**src/rtl/pkg_tpu.sv**
```systemverilog
// Shared TPU types and constants for the data-memory access path.
package pkg_tpu;

  typedef logic [15:0] data_t;
  typedef logic [31:0] address_t;
  typedef logic [15:0] stride_t;

  localparam int NUM_DMEM_REQ = 4;

  typedef enum logic [1:0] {
    ARB_IDLE  = 2'd0,
    ARB_ISSUE = 2'd1,
    ARB_WAIT  = 2'd2,
    ARB_RUN   = 2'd3
  } fsm_arb_t;

endpackage

```
**src/rtl/rr_select.sv**
```systemverilog
// Round-robin winner search: first set request bit at or above start, with wrap.
module rr_select #(
  parameter int N     = 4,
  parameter int PTR_W = 2
) (
  input  logic [N-1:0]     req,
  input  logic [PTR_W-1:0] start,
  output logic [PTR_W-1:0] idx,
  output logic             valid
);

  logic [PTR_W-1:0] pos_s;

  // Scan N positions upward from start; the first hit wins and later hits are ignored.
  always_comb begin
    idx   = '0;
    valid = 1'b0;
    pos_s = '0;
    for (int k = 0; k < N; k++) begin
      pos_s = PTR_W'((int'(start) + k) % N);
      if (!valid && req[pos_s]) begin
        valid = 1'b1;
        idx   = pos_s;
      end else begin
        valid = valid;
      end
    end
  end

endmodule

```
**src/rtl/dmem_access_arbiter.sv**
```systemverilog
// Shares one data-memory access unit among NUM_REQ requesters with
// round-robin arbitration, per-requester configuration capture and abort.
module dmem_access_arbiter
  import pkg_tpu::*;
#(
  parameter int NUM_REQ = NUM_DMEM_REQ
) (
  input  logic                     clock,
  input  logic                     reset,
  input  logic     [NUM_REQ-1:0]   I_Req,
  input  logic     [NUM_REQ-1:0]   I_St,
  input  address_t [NUM_REQ-1:0]   I_Length,
  input  stride_t  [NUM_REQ-1:0]   I_Stride,
  input  address_t [NUM_REQ-1:0]   I_Base,
  input  logic     [NUM_REQ-1:0]   I_Rls,
  input  data_t    [NUM_REQ-1:0]   I_St_Data,
  output logic     [NUM_REQ-1:0]   O_Grant,
  output logic     [NUM_REQ-1:0]   O_Term,
  output logic     [NUM_REQ-1:0]   O_Ld_Valid,
  output data_t                    O_Ld_Data,
  output logic                     O_Mem_Req,
  output logic                     O_Mem_St,
  output address_t                 O_Mem_Length,
  output stride_t                  O_Mem_Stride,
  output address_t                 O_Mem_Base,
  output data_t                    O_Mem_St_Data,
  output logic                     O_Mem_Abort,
  input  logic                     I_Mem_Grant,
  input  logic                     I_Mem_Term,
  input  data_t                    I_Mem_Ld_Data
);

  localparam int PTR_W = (NUM_REQ > 1) ? $clog2(NUM_REQ) : 1;
  localparam logic [PTR_W-1:0] LAST_IDX = PTR_W'(NUM_REQ - 1);

  fsm_arb_t                 state_r, state_s;
  logic     [NUM_REQ-1:0]   pend_r;
  logic     [PTR_W-1:0]     owner_r, rr_ptr_r, sel_idx_s, next_ptr_s;
  logic                     sel_vld_s, access_end_s;
  logic     [NUM_REQ-1:0]   owner_oh_s, owner_act_s;
  logic     [NUM_REQ-1:0]   st_cfg_r;
  address_t [NUM_REQ-1:0]   len_cfg_r, base_cfg_r;
  stride_t  [NUM_REQ-1:0]   stride_cfg_r;

  // Only registered Pend takes part in a decision, so a request arriving
  // in the decision cycle waits for the next round.
  rr_select #(.N(NUM_REQ), .PTR_W(PTR_W)) u_rr_select (
    .req   (pend_r),
    .start (rr_ptr_r),
    .idx   (sel_idx_s),
    .valid (sel_vld_s)
  );

  assign next_ptr_s = (owner_r == LAST_IDX) ? '0 : owner_r + PTR_W'(1);

  // Decode the owner index; the owner only counts as active outside ARB_IDLE.
  always_comb begin
    owner_oh_s  = '0;
    owner_act_s = '0;
    for (int i = 0; i < NUM_REQ; i++) begin
      owner_oh_s[i]  = (owner_r == PTR_W'(i));
      owner_act_s[i] = owner_oh_s[i] && (state_r != ARB_IDLE);
    end
  end

  // Next state and all outputs; abort by the owner beats grant and term.
  always_comb begin
    state_s       = state_r;
    access_end_s  = 1'b0;
    O_Grant       = '0;
    O_Term        = '0;
    O_Ld_Valid    = '0;
    O_Ld_Data     = '0;
    O_Mem_Req     = 1'b0;
    O_Mem_St      = 1'b0;
    O_Mem_Length  = '0;
    O_Mem_Stride  = '0;
    O_Mem_Base    = '0;
    O_Mem_St_Data = '0;
    O_Mem_Abort   = 1'b0;
    case (state_r)
      ARB_IDLE: begin
        if (sel_vld_s) begin
          state_s = ARB_ISSUE;
        end else begin
          state_s = ARB_IDLE;
        end
      end
      ARB_ISSUE: begin
        O_Mem_Req    = 1'b1;
        O_Mem_St     = st_cfg_r[owner_r];
        O_Mem_Length = len_cfg_r[owner_r];
        O_Mem_Stride = stride_cfg_r[owner_r];
        O_Mem_Base   = base_cfg_r[owner_r];
        state_s      = ARB_WAIT;
      end
      ARB_WAIT: begin
        if (I_Rls[owner_r]) begin
          O_Mem_Abort  = 1'b1;
          access_end_s = 1'b1;
          state_s      = ARB_IDLE;
        end else if (I_Mem_Grant) begin
          O_Grant = owner_oh_s;
          if (I_Mem_Term) begin
            // A zero-length access still ends the owner's turn.
            O_Term       = owner_oh_s;
            access_end_s = 1'b1;
            state_s      = ARB_IDLE;
          end else begin
            state_s = ARB_RUN;
          end
        end else begin
          state_s = ARB_WAIT;
        end
      end
      ARB_RUN: begin
        if (st_cfg_r[owner_r]) begin
          O_Mem_St_Data = I_St_Data[owner_r];
        end else begin
          O_Ld_Data  = I_Mem_Ld_Data;
          O_Ld_Valid = owner_oh_s;
        end
        if (I_Rls[owner_r]) begin
          O_Mem_Abort  = 1'b1;
          access_end_s = 1'b1;
          state_s      = ARB_IDLE;
        end else if (I_Mem_Term) begin
          O_Term       = owner_oh_s;
          access_end_s = 1'b1;
          state_s      = ARB_IDLE;
        end else begin
          state_s = ARB_RUN;
        end
      end
      default: begin
        state_s = ARB_IDLE;
      end
    endcase
  end

  // FSM state, owner latch at decision time, and pointer advance at access end.
  always_ff @(posedge clock or negedge reset) begin
    if (!reset) begin
      state_r  <= ARB_IDLE;
      owner_r  <= '0;
      rr_ptr_r <= '0;
    end else begin
      state_r <= state_s;
      if ((state_r == ARB_IDLE) && sel_vld_s) begin
        owner_r <= sel_idx_s;
      end
      if (access_end_s) begin
        rr_ptr_r <= next_ptr_s;
      end
    end
  end

  // Per-requester pending flag and configuration capture; duplicates are dropped.
  always_ff @(posedge clock or negedge reset) begin
    if (!reset) begin
      pend_r       <= '0;
      st_cfg_r     <= '0;
      len_cfg_r    <= '0;
      stride_cfg_r <= '0;
      base_cfg_r   <= '0;
    end else begin
      for (int i = 0; i < NUM_REQ; i++) begin
        if (pend_r[i] && !owner_act_s[i] && I_Rls[i]) begin
          pend_r[i] <= 1'b0;
        end else if (!pend_r[i] && !owner_act_s[i] && I_Req[i]) begin
          pend_r[i]       <= 1'b1;
          st_cfg_r[i]     <= I_St[i];
          len_cfg_r[i]    <= I_Length[i];
          stride_cfg_r[i] <= I_Stride[i];
          base_cfg_r[i]   <= I_Base[i];
        end else if ((state_r == ARB_ISSUE) && owner_oh_s[i]) begin
          pend_r[i] <= 1'b0;
        end
      end
    end
  end

endmodule

```
**config.mk**
```make
export PLATFORM = sky130hd
export DESIGN_NAME = dmem_access_arbiter
export DESIGN_NICKNAME = d
export VERILOG_FILES = /design/src/rtl/pkg_tpu.sv /design/src/rtl/rr_select.sv /design/src/rtl/dmem_access_arbiter.sv
export SDC_FILE = /design/constraint.sdc
export NUM_CORES = 1
export LEC_CHECK = 0
export CORE_AREA = 2 2 208 210
export CTS_CLUSTER_SIZE = 12
export DETAILED_ROUTE_END_ITERATION = 10
export DIE_AREA = 0 0 210 212
export PLACE_DENSITY_LB_ADDON = 0.25
export SLEW_MARGIN = 0
export SYNTH_ARGS = -nofsm -noshare
export SYNTH_HDL_FRONTEND = slang
export SYNTH_HIERARCHICAL = 1
export SYNTH_SLANG_ARGS = --single-unit
```
**constraint.sdc**
```tcl
create_clock -name clock -period 2.6 [get_ports clock]
set_input_delay 0.52 -clock clock [delete_from_list [all_inputs] [get_ports clock]]
set_output_delay 0.52 -clock clock [all_outputs]
set_load 0.005 [all_outputs]
```
==> impl_metrics.toml, run 1 <==
[worst_setup_path]
crit_type = "reg -> out"
end_kind = "output port"
r2r-start = "owner_r[0]"
critPathArrivalTime_ns = 2.48
cp.required_ns = 2.08
cp-startpoint = "owner_r[0]"
r2r_setup_slack_ns = 0.15
crit_fanout = 7
start_kind = "flip-flop"

[pwr]
finalPower_mw = 29.3
p_leak_nw = 10.4
vdd_drop_max_v = 0.000683
powerDensity_nw_per_um2 = 1170

[cts]
tritoncts = "built"
path_clk_slew_ns = 0.06
clock_sinks = 334
ctsLongestPathBuffers = 3
root_buffer = "clkbuf_16"
htree_levels = 2
cts_inserted_buffers = 38
clk_latency_ns = 0.56

[cells_and_area]
final_nets = 2111
multi_input_area_sq_um = 7510
seq_area_sq_um = 8370
area_delta_synth_final_pct = 54.2
drive_gt1_share_pct = 49.1
layout_common_cells = "clkdlybuf4s50_1 (415), dfrtp_1 (331), mux2_2 (305), buf_6 (109), mux4_2 (98)"
fillers = 3382
final_common_cell = "clkdlybuf4s50_1"
fin_cells = 2264

[synthesis]
postSynthAreaPerCell_sq_um = 15.7
ys_ff_latch = 334
synth_nets = 1453
yosys_warnings = 6
syn_area_sq_um = 16200
synth_cells = 1029
synth.distinct_cells = 35
seq_area_frac_synth_pct = 51.7

[placement]
place_hpwl_um = 36600
io_buffers = 542
globalplace.congestion = 0.884
place_ws_ns = -0.319
placed_cells = 2107

[timing]
slew_viol_final = 0
whs_ns = 0.492
fmax_mhz = 333
max_slew_margin_pct = 48.9
setup_violations = 124
skew_ns = 0.0249
fin_crit_sh_pct = 115
worst_pin_slew_ns = 0.758
rsz0062_at_grt = "yes"
hold_viol_final = 0
setup_ws_ns = -0.400
fin_crit_ns = 3.00

[flow_run]
max_cap_viol_count = 0

[detailed_routing]
drt-wirelength-per-cell_um = 23.2
vias_per_cell = 5.12
ant_nets = 0
num_vias = 11596
drt_iter0_drc = 607
totalWireLength_um = 52500
drc = 0
drt_pass1_iterations = 4

[floorplan]
core_area_sq_um = 42500
start_util_pct = 38.0
dieWidth_um = 210
rows = 76
io_pins = 543
die_h_um = 212
fp.dieArea_sq_um = 44500

[global_route]
track_usage_pct = 23.7
antenna_found_initial = 9
grt_max_degree = 63
grt_overflow = 0
grt_pass1_wl_um = 78900
grt_pass1_vias = 12796

[outcome]
status = "finished with violations"
failed_checks = "setup timing"

[hold_path]
hold_path_class = "reg -> reg"
hp-start = "len_cfg_r[34]"
[path summary, 6_finish.rpt]
check                                   end  depth (start not counted)
min                           len_cfg_r[34]                          1
max                         O_Mem_Length[6]                          8
min reg2reg                   len_cfg_r[34]                          1
min in group asynchronous    base_cfg_r[31]                          2
max reg2reg                  base_cfg_r[99]                          9
max in group asynchronous  stride_cfg_r[22]                          4
[stage by stage]
| step | util (%) | instance area, sq um | TNS, ns |
|---|---|---|---|
| 3_3_place_gp | 53.1 | 22600 | -3.13 |
| 3_5_place_dp | 53.1 | 22600 | -2.72 |
| 4_1_cts | 58.1 | 24700 | -32.76 |
| 2_1_floorplan | - | 16200 | 0 |
| 6_report | 58.7 | 24900 | -30.55 |
| 5_1_grt | 58.6 | 24900 | -39.27 |
[area by class of cell]
type | instances | area share (%)
Clock buffer | 60 | 4.51
Inverter | 7 | 0.105
Tap cell | 546 | 2.74
Multi-Input combinational cell | 618 | 30.1
Sequential cell | 334 | 33.6
Antenna cell | 4 | 0.0401
Clock inverter | 7 | 0.241
Timing Repair Buffer | 688 | 28.7
[cells in the mapped netlist, drive strengths merged]
master,number,share of area [%]
a21oi,16,0.77
a221o,1,0.062
a22o,4,0.22
a22oi,1,0.046
and2,105,4.1
buf,54,2.9
clkbuf,16,0.38
dfrtp,334,52
ha,8,0.62
inv,7,0.16
mux2,328,23
mux2i,2,0.12
mux4,98,14
nand2,9,0.21
nand2b,6,0.23
nand3,2,0.093
nor2,6,0.14
nor2b,18,0.70
nor3,2,0.062
nor3b,4,0.19
o211ai,1,0.046
o21ai,2,0.062
o221ai,2,0.11
o22ai,1,0.039
o31ai,1,0.046
or2,1,0.039
[kinds of logic (layout without fill, tap and decap cells)]
group,Yosys count,count (layout),share of synthesized area [%]
other,0,4,0
and+or+nand+nor,153,153,5.72
muxes,428,428,37.1
buffers and inverters,77,762,3.47
adders and majority gates,8,8,0.619
DFF,334,334,51.7
AOI/OAI and AO/OA,29,29,1.40
[power by group]
group          switching (mW)  leakage, nW  internal, mW
registers                1.48         3.92          7.92
clock network            2.17        0.577          2.98
logic                    5.22         5.94          9.48
[worst max-delay path: stages (launching register included)]
cell and delay [ns]:
dfrtp_4 0.51, buf_12 0.14, buf_12 0.12, buf_12 0.14
buf_12 0.13, buf_8 0.12, mux4_2 0.47, and2_4 0.19
buf_6 0.11
[what timing repair did]
item                       CTS  global route
hold buffers                 1             0
hold endpoints to repair    53             0
buffers inserted            66            28
pin swaps                   65            12
resized for setup          584           142
setup endpoints to repair  127           127
gates cloned                10             0
[layer usage]
metal  GRT usage [%]  vias up  share of wire, %
li1                -     5105                 -
met1            29.1     5974                40
met2            39.9      423                49
met3            8.76       84               9.0
met4            5.70       10               2.0
met5               0        -              0.14
[sequential cells by signal, indices dropped and copies added, names as in the netlist]
name,cells
base_cfg_r,128
len_cfg_r,128
owner_r,2
pend_r,4
rr_ptr_r,2
st_cfg_r,4
state_r,2
stride_cfg_r,64
Power figures use the tool's default switching activity.
==> run 2: changes to the inputs <==
--- a/config.mk
+++ b/config.mk
@@ -5,13 +5,12 @@
 export SDC_FILE = /design/constraint.sdc
 export NUM_CORES = 1
 export LEC_CHECK = 0
-export CORE_AREA = 2 2 208 210
+export CORE_AREA = 2 2 213 215
 export CTS_CLUSTER_SIZE = 12
 export DETAILED_ROUTE_END_ITERATION = 10
-export DIE_AREA = 0 0 210 212
+export DIE_AREA = 0 0 215 217
 export PLACE_DENSITY_LB_ADDON = 0.25
 export SLEW_MARGIN = 0
 export SYNTH_ARGS = -nofsm -noshare
 export SYNTH_HDL_FRONTEND = slang
-export SYNTH_HIERARCHICAL = 1
 export SYNTH_SLANG_ARGS = --single-unit
==> run 2 against run 1 <==
Compared with the run above: sequential share of layout area is 0.72 points lower; sequential cell count is the same; the run still ends with setup timing left; largest power group unchanged; non-clock buffer count up 32.
==> impl_metrics.toml, run 2 <==
[outcome]
status = "finished with violations"
failed_checks = "setup timing"

[cells_and_area]
fin_cells = 2350
final_common_cell = "clkdlybuf4s50_1"
reg_top3 = "base_cfg_r (128), len_cfg_r (128), stride_cfg_r (64)"
final_nets = 2140
fillers = 3644
drive_gt1_share_pct = 49.0
final_util_pct = 57.0
layout_common_cells = "clkdlybuf4s50_1 (415), dfrtp_1 (330), mux2_2 (296), buf_6 (148), mux4_2 (98)"
area_delta_synth_final_pct = 59.5

[detailed_routing]
ant_nets = 0
vias_per_cell = 5.00
drt_pass1_iterations = 5
drt-wirelength-per-cell_um = 23.2
totalWireLength_um = 54600
drt_iter0_drc = 529
num_vias = 11748
drc = 0

[pwr]
p_leak_nw = 10.6
vdd_drop_max_v = 0.000754
powerDensity_nw_per_um2 = 1170

[floorplan]
dieWidth_um = 215
io_pins = 543
die_h_um = 217
core_area_sq_um = 44700
rows = 78
fp.dieArea_sq_um = 46700
start_util_pct = 35.7

[timing]
fin_crit_sh_pct = 114
fmax_mhz = 337
fin_crit_ns = 2.97
slew_viol_final = 0
worst_pin_slew_ns = 0.676
rsz0062_at_grt = "yes"
setup_ws_ns = -0.368
hold_viol_final = 0
setup_violations = 122
max_slew_margin_pct = 54.9
skew_ns = 0.0178

[global_route]
grt_max_degree = 70
track_usage_pct = 22.8
grt_overflow = 0
grt_pass1_vias = 12697
grt_pass1_wl_um = 79800
antenna_found_initial = 14

[worst_setup_path]
crit_fanout = 8
start_kind = "flip-flop"
r2r_setup_slack_ns = 0.07
cp-startpoint = "owner_r[0]"
crit_end = "O_Mem_Length[22]"
r2r-start = "owner_r[0]"
ff2ff_path_depth = 10
cp.required_ns = 2.08
end_kind = "output port"
critPathArrivalTime_ns = 2.45
crit_type = "reg -> out"
r2r-end = "base_cfg_r[22]"

[synthesis]
synth_edf_count = 0
ys_ff_latch = 334
yosys_warnings = 0
muxShareOfSynthArea_pct = 37.1
synth.area.top_cells = "dfrtp_1 (52%), mux2_2 (21%), mux4_2 (14%), and2_1 (4.3%), mux2_1 (2.0%)"
synth_common_cells = "dfrtp_1 (334), mux2_2 (296), and2_1 (110)"
post-synth-top-area-cell = "dfrtp_1"
synth_compound_gate_area_share_pct = 1.24
synth.most_common_cell = "dfrtp_1"
yosys_most_used_dff = "dfrtp_1"
yosys.area_share.adder_pct = 0.548
synth_xor_area_share_pct = 0
syn_area_sq_um = 16000
synth_nets = 1448
synth_top_area_share_pct = 52.3
synth_top_family_by_area = "multiplexers"
async_reset_ff_share_pct = 100
synth.distinct_cells = 33
synth-simple-area-share_pct = 5.98
synth_cells = 1025
seq_area_frac_synth_pct = 52.3
postSynthAreaPerCell_sq_um = 15.6

[cts]
clk_latency_ns = 0.55
ctsLongestPathBuffers = 3
tritoncts = "built"
root_buffer = "clkbuf_16"
path_clk_slew_ns = 0.06
cts_inserted_buffers = 40
clock_sinks = 334
htree_levels = 2

[placement]
placed_cells = 2162
globalplace.congestion = 0.829
place_hpwl_um = 37200
io_buffers = 542

[hold_path]
hold_path_class = "reg -> reg"

[flow_run]
max_cap_viol_count = 0
run 2: cell types whose count changed after synthesis, moves of 3 or more:
| cell | previous run | this run |
|---|---|---|
| a21oi_1 | 12 | 4 |
| mux2_2 | 305 | 296 |
| buf_6 | 33 | 8 |
| mux2_4 | 20 | 0 |
| nor3b_1 | 4 | 1 |
| nand2_1 | 9 | 5 |
| and2_1 | 105 | 110 |
| nand2b_1 | 6 | 10 |
| buf_2 | 13 | 22 |
| a22o_1 | 4 | 1 |
| buf_4 | 2 | 19 |
| mux2_1 | 3 | 29 |
| mux2i_1 | 2 | 6 |
run 2: through the flow:
step           setup TNS (ns)  area [sq um]  hold WS (ns)  setup WS (ns)  power (mW)
6_report               -24.03         25500         0.480         -0.368        29.9
5_1_grt                -32.99         25500         0.494         -0.425        31.5
4_1_cts                -30.89         24800         0.484         -0.456        29.1
3_5_place_dp            -3.35         22600         0.471         -0.401        21.7
3_3_place_gp            -2.90         22600         0.462         -0.335        21.4
2_1_floorplan               0         16000         0.224          0.287        16.8
run 2: power by group:
part | switching, mW | total [mW] | internal, mW
Sequential | 1.43 | 9.34 | 7.91
Clock | 2.24 | 5.69 | 3.44
Combinational | 5.32 | 14.9 | 9.53
run 2: worst min path at each step:
stage | from | to | slack [ns] | cells after the start
final | stride_cfg_r[37] | stride_cfg_r[37] | 0.48 | 1
after CTS | base_cfg_r[82] | base_cfg_r[82] | 0.48 | 1
after global placement | len_cfg_r[81] | len_cfg_r[81] | 0.46 | 1
after detailed placement | base_cfg_r[82] | base_cfg_r[82] | 0.47 | 1
after global routing | len_cfg_r[107] | len_cfg_r[107] | 0.49 | 1
after floorplan | reset | base_cfg_r[0] | 0.22 | 0
run 2: cells by family (layout without fill, tap and decap cells):
group | after synthesis | in the layout
AO/OA/AOI/OAI | 23 | 23
AND/OR/NAND/NOR | 155 | 155
adder cells (fa/ha/maj) | 7 | 7
flip-flops | 334 | 334
other | 0 | 6
multiplexers | 429 | 429
buffers and inverters | 77 | 796
run 2: worst max-delay path: stages (launching register included):
cell     delay (ns)
dfrtp_4        0.52
buf_6          0.14
buf_12         0.14
buf_8          0.14
buf_6          0.12
buf_6          0.10
mux4_2         0.46
and2_4         0.18
buf_6          0.11
run 2: layout make-up:
class	instances	area [sq um]	share of cell area (%)
well taps	600	751	2.95
multi-input cells	614	7500	29.5
clock inverters	13	160	0.629
repair buffers	720	7470	29.3
inverters	7	26.3	0.103
diodes	6	15.0	0.0589
clock buffers	56	1170	4.61
flip-flops and latches	334	8370	32.9
run 2: timing repair:
action / 4_1_cts / 5_1_grt
cloned: 10 / 1
pin swaps: 44 / 21
endpoints found under the setup margin: 127 / 170
setup buffers: 68 / 51
endpoints found under the hold margin: 25 / 0
hold buffers: 1 / 0
gates resized for setup: 623 / 156
run 2: per-layer routing:
metal	GRT usage (%)	part of all wire, %
met1	28.3	40
met2	38.4	50
met3	6.67	7.5
met4	6.92	2.2
met5	0	0.18
==> run 3: changes to the inputs <==
--- a/config.mk
+++ b/config.mk
@@ -5,10 +5,10 @@
 export SDC_FILE = /design/constraint.sdc
 export NUM_CORES = 1
 export LEC_CHECK = 0
-export CORE_AREA = 2 2 213 215
+export CORE_AREA = 2 2 209 211
 export CTS_CLUSTER_SIZE = 12
 export DETAILED_ROUTE_END_ITERATION = 10
-export DIE_AREA = 0 0 215 217
+export DIE_AREA = 0 0 211 213
 export PLACE_DENSITY_LB_ADDON = 0.25
 export SLEW_MARGIN = 0
 export SYNTH_ARGS = -nofsm -noshare
==> run 3 against run 2 <==
Compared with the run above: the run still ends with setup timing left; non-clock buffer count decreased by 54; routed wire length decreased by 3.2%; power decreased by 3.0%; first-iteration DRC count decreased by 13%; register-to-register slack improved by 0.09 ns; sequential share of layout area increased by 0.77 points; combinational power decreased by 4%; critical path depth unchanged; via count decreased by 2.5%; cell count decreased by 4.6%; hold slack got worse by 0.045 ns; clock power decreased by 5.4%; critical endpoint is now O_Ld_Data[8]; highest routed layer unchanged.
==> impl_metrics.toml, run 3 (synthesized netlist as in run 2, its figures left out) <==
[timing]
skew_ns = 0.0338
rsz0062_at_grt = "yes"
worst_pin_slew_ns = 0.560
fmax_mhz = 345
max_slew_margin_pct = 62.6
whs_ns = 0.435
fin_crit_sh_pct = 111
setup_ws_ns = -0.297
setup_violations = 124
tns_ns = -20.70
slew_viol_final = 0
hold_viol_final = 0
fin_crit_ns = 2.90

[global_route]
grt_max_degree = 55
track_usage_pct = 23.3
antenna_found_initial = 21
grt_overflow = 0
grt_pass1_wl_um = 77600
grt_pass1_vias = 12545

[cts]
htree_levels = 2
root_buffer = "clkbuf_16"
path_clk_slew_ns = 0.06
cts_inserted_buffers = 39
clk_latency_ns = 0.57
tritoncts = "built"
clock_sinks = 334
ctsLongestPathBuffers = 3

[cells_and_area]
final_common_cell = "clkdlybuf4s50_1"
final_nets = 2085
fillers = 3379
area_delta_synth_final_pct = 55.8
fin_cells = 2243
reg_top3 = "base_cfg_r (128), len_cfg_r (128), stride_cfg_r (64)"
drive_gt1_share_pct = 47.7
layout_common_cells = "clkdlybuf4s50_1 (415), dfrtp_1 (332), mux2_2 (296), buf_6 (136), mux4_2 (98)"

[worst_setup_path]
critPathArrivalTime_ns = 2.38
r2r_setup_slack_ns = 0.16
ff2ff_path_depth = 8
r2r-end = "stride_cfg_r[62]"
crit_fanout = 4
crit_type = "reg -> out"
cp.required_ns = 2.08
r2r-start = "owner_r[0]"
end_kind = "output port"
start_kind = "flip-flop"

[placement]
io_buffers = 542
placed_cells = 2100
globalplace.congestion = 0.810
place_hpwl_um = 37300

[floorplan]
start_util_pct = 37.4
dieWidth_um = 211
rows = 76
io_pins = 543
die_h_um = 213
core_area_sq_um = 42700
fp.dieArea_sq_um = 44900

[hold_path]
hold_path_class = "in -> async"

[detailed_routing]
drt_pass1_iterations = 4
drt-wirelength-per-cell_um = 23.6
totalWireLength_um = 52800
num_vias = 11457
drc = 0
drt_iter0_drc = 458
ant_nets = 0
vias_per_cell = 5.11

[outcome]
failed_checks = "setup timing"
status = "finished with violations"

[flow_run]
max_cap_viol_count = 0

[pwr]
powerDensity_nw_per_um2 = 1170
p_leak_nw = 10.3
vdd_drop_max_v = 0.000663
[run 3: area by class of cell]
class,instances,area [sq um],share of cell area (%)
sequential,334,8370,33.6
timing repair buffer,666,7050,28.3
clock inverter,13,161,0.649
tap,546,683,2.75
inverter,7,26.3,0.106
multi-input combinational,614,7480,30.1
clock buffer,54,1090,4.39
antenna,9,22.5,0.0905
[run 3: where the power goes]
| group | switching (mW) | total (mW) | leakage [nW] | internal [mW] |
|---|---|---|---|---|
| Sequential | 1.39 | 9.30 | 3.92 | 7.91 |
| Clock | 2.22 | 5.38 | 0.614 | 3.15 |
| Combinational | 5.18 | 14.3 | 5.80 | 9.15 |
[run 3: critical path, cell delays in order, from the launching register on]
cell and delay [ns]:
dfrtp_4 0.51, buf_12 0.14, mux4_2 0.47, nor2_4 0.19
buf_6 0.14, buf_6 0.10, buf_6 0.09, and2_4 0.12
buf_6 0.08
[run 3: worst max path at each step]
| stage | to | startpoint | cells past startpoint | slack (ns) |
|---|---|---|---|---|
| 2_1_floorplan | base_cfg_r[10] | owner_r[1] | 7 | 0.29 |
| 3_3_place_gp | O_Grant[1] | I_Rls[3] | 5 | -0.35 |
| 4_1_cts | O_Ld_Data[7] | owner_r[0] | 8 | -0.35 |
| 5_1_grt | O_Ld_Data[11] | owner_r[0] | 8 | -0.38 |
| 3_5_place_dp | O_Grant[3] | I_Rls[3] | 5 | -0.44 |
| 6_report | O_Ld_Data[8] | owner_r[0] | 8 | -0.30 |
[run 3: routing by layer]
metal	GRT usage [%]	up-vias	wire, um
met5	0	-	153
met4	8.35	22	1700
met3	8.68	108	4890
met2	40.0	418	26100
met1	26.6	5861	20000
li1	-	5048	-
[run 3: what timing repair did]
action	CTS	global route
setup buffers	62	6
gates resized for setup	726	67
hold buffers	1	0
endpoints found under the setup margin	127	125
endpoints found under the hold margin	35	0
cloned	8	0
pin swaps	93	6
[run 3: through the flow]
step / total power [mW] / instance area (sq um) / setup slack [ns] / utilization [%]
floorplan: 16.8 / 16000 / 0.287 / -
global placement: 21.4 / 22500 / -0.351 / 52.6
detailed placement: 21.7 / 22500 / -0.435 / 52.6
CTS: 29.1 / 24700 / -0.348 / 57.8
global route: 30.7 / 24900 / -0.380 / 58.3
finish: 29.0 / 24900 / -0.297 / 58.3
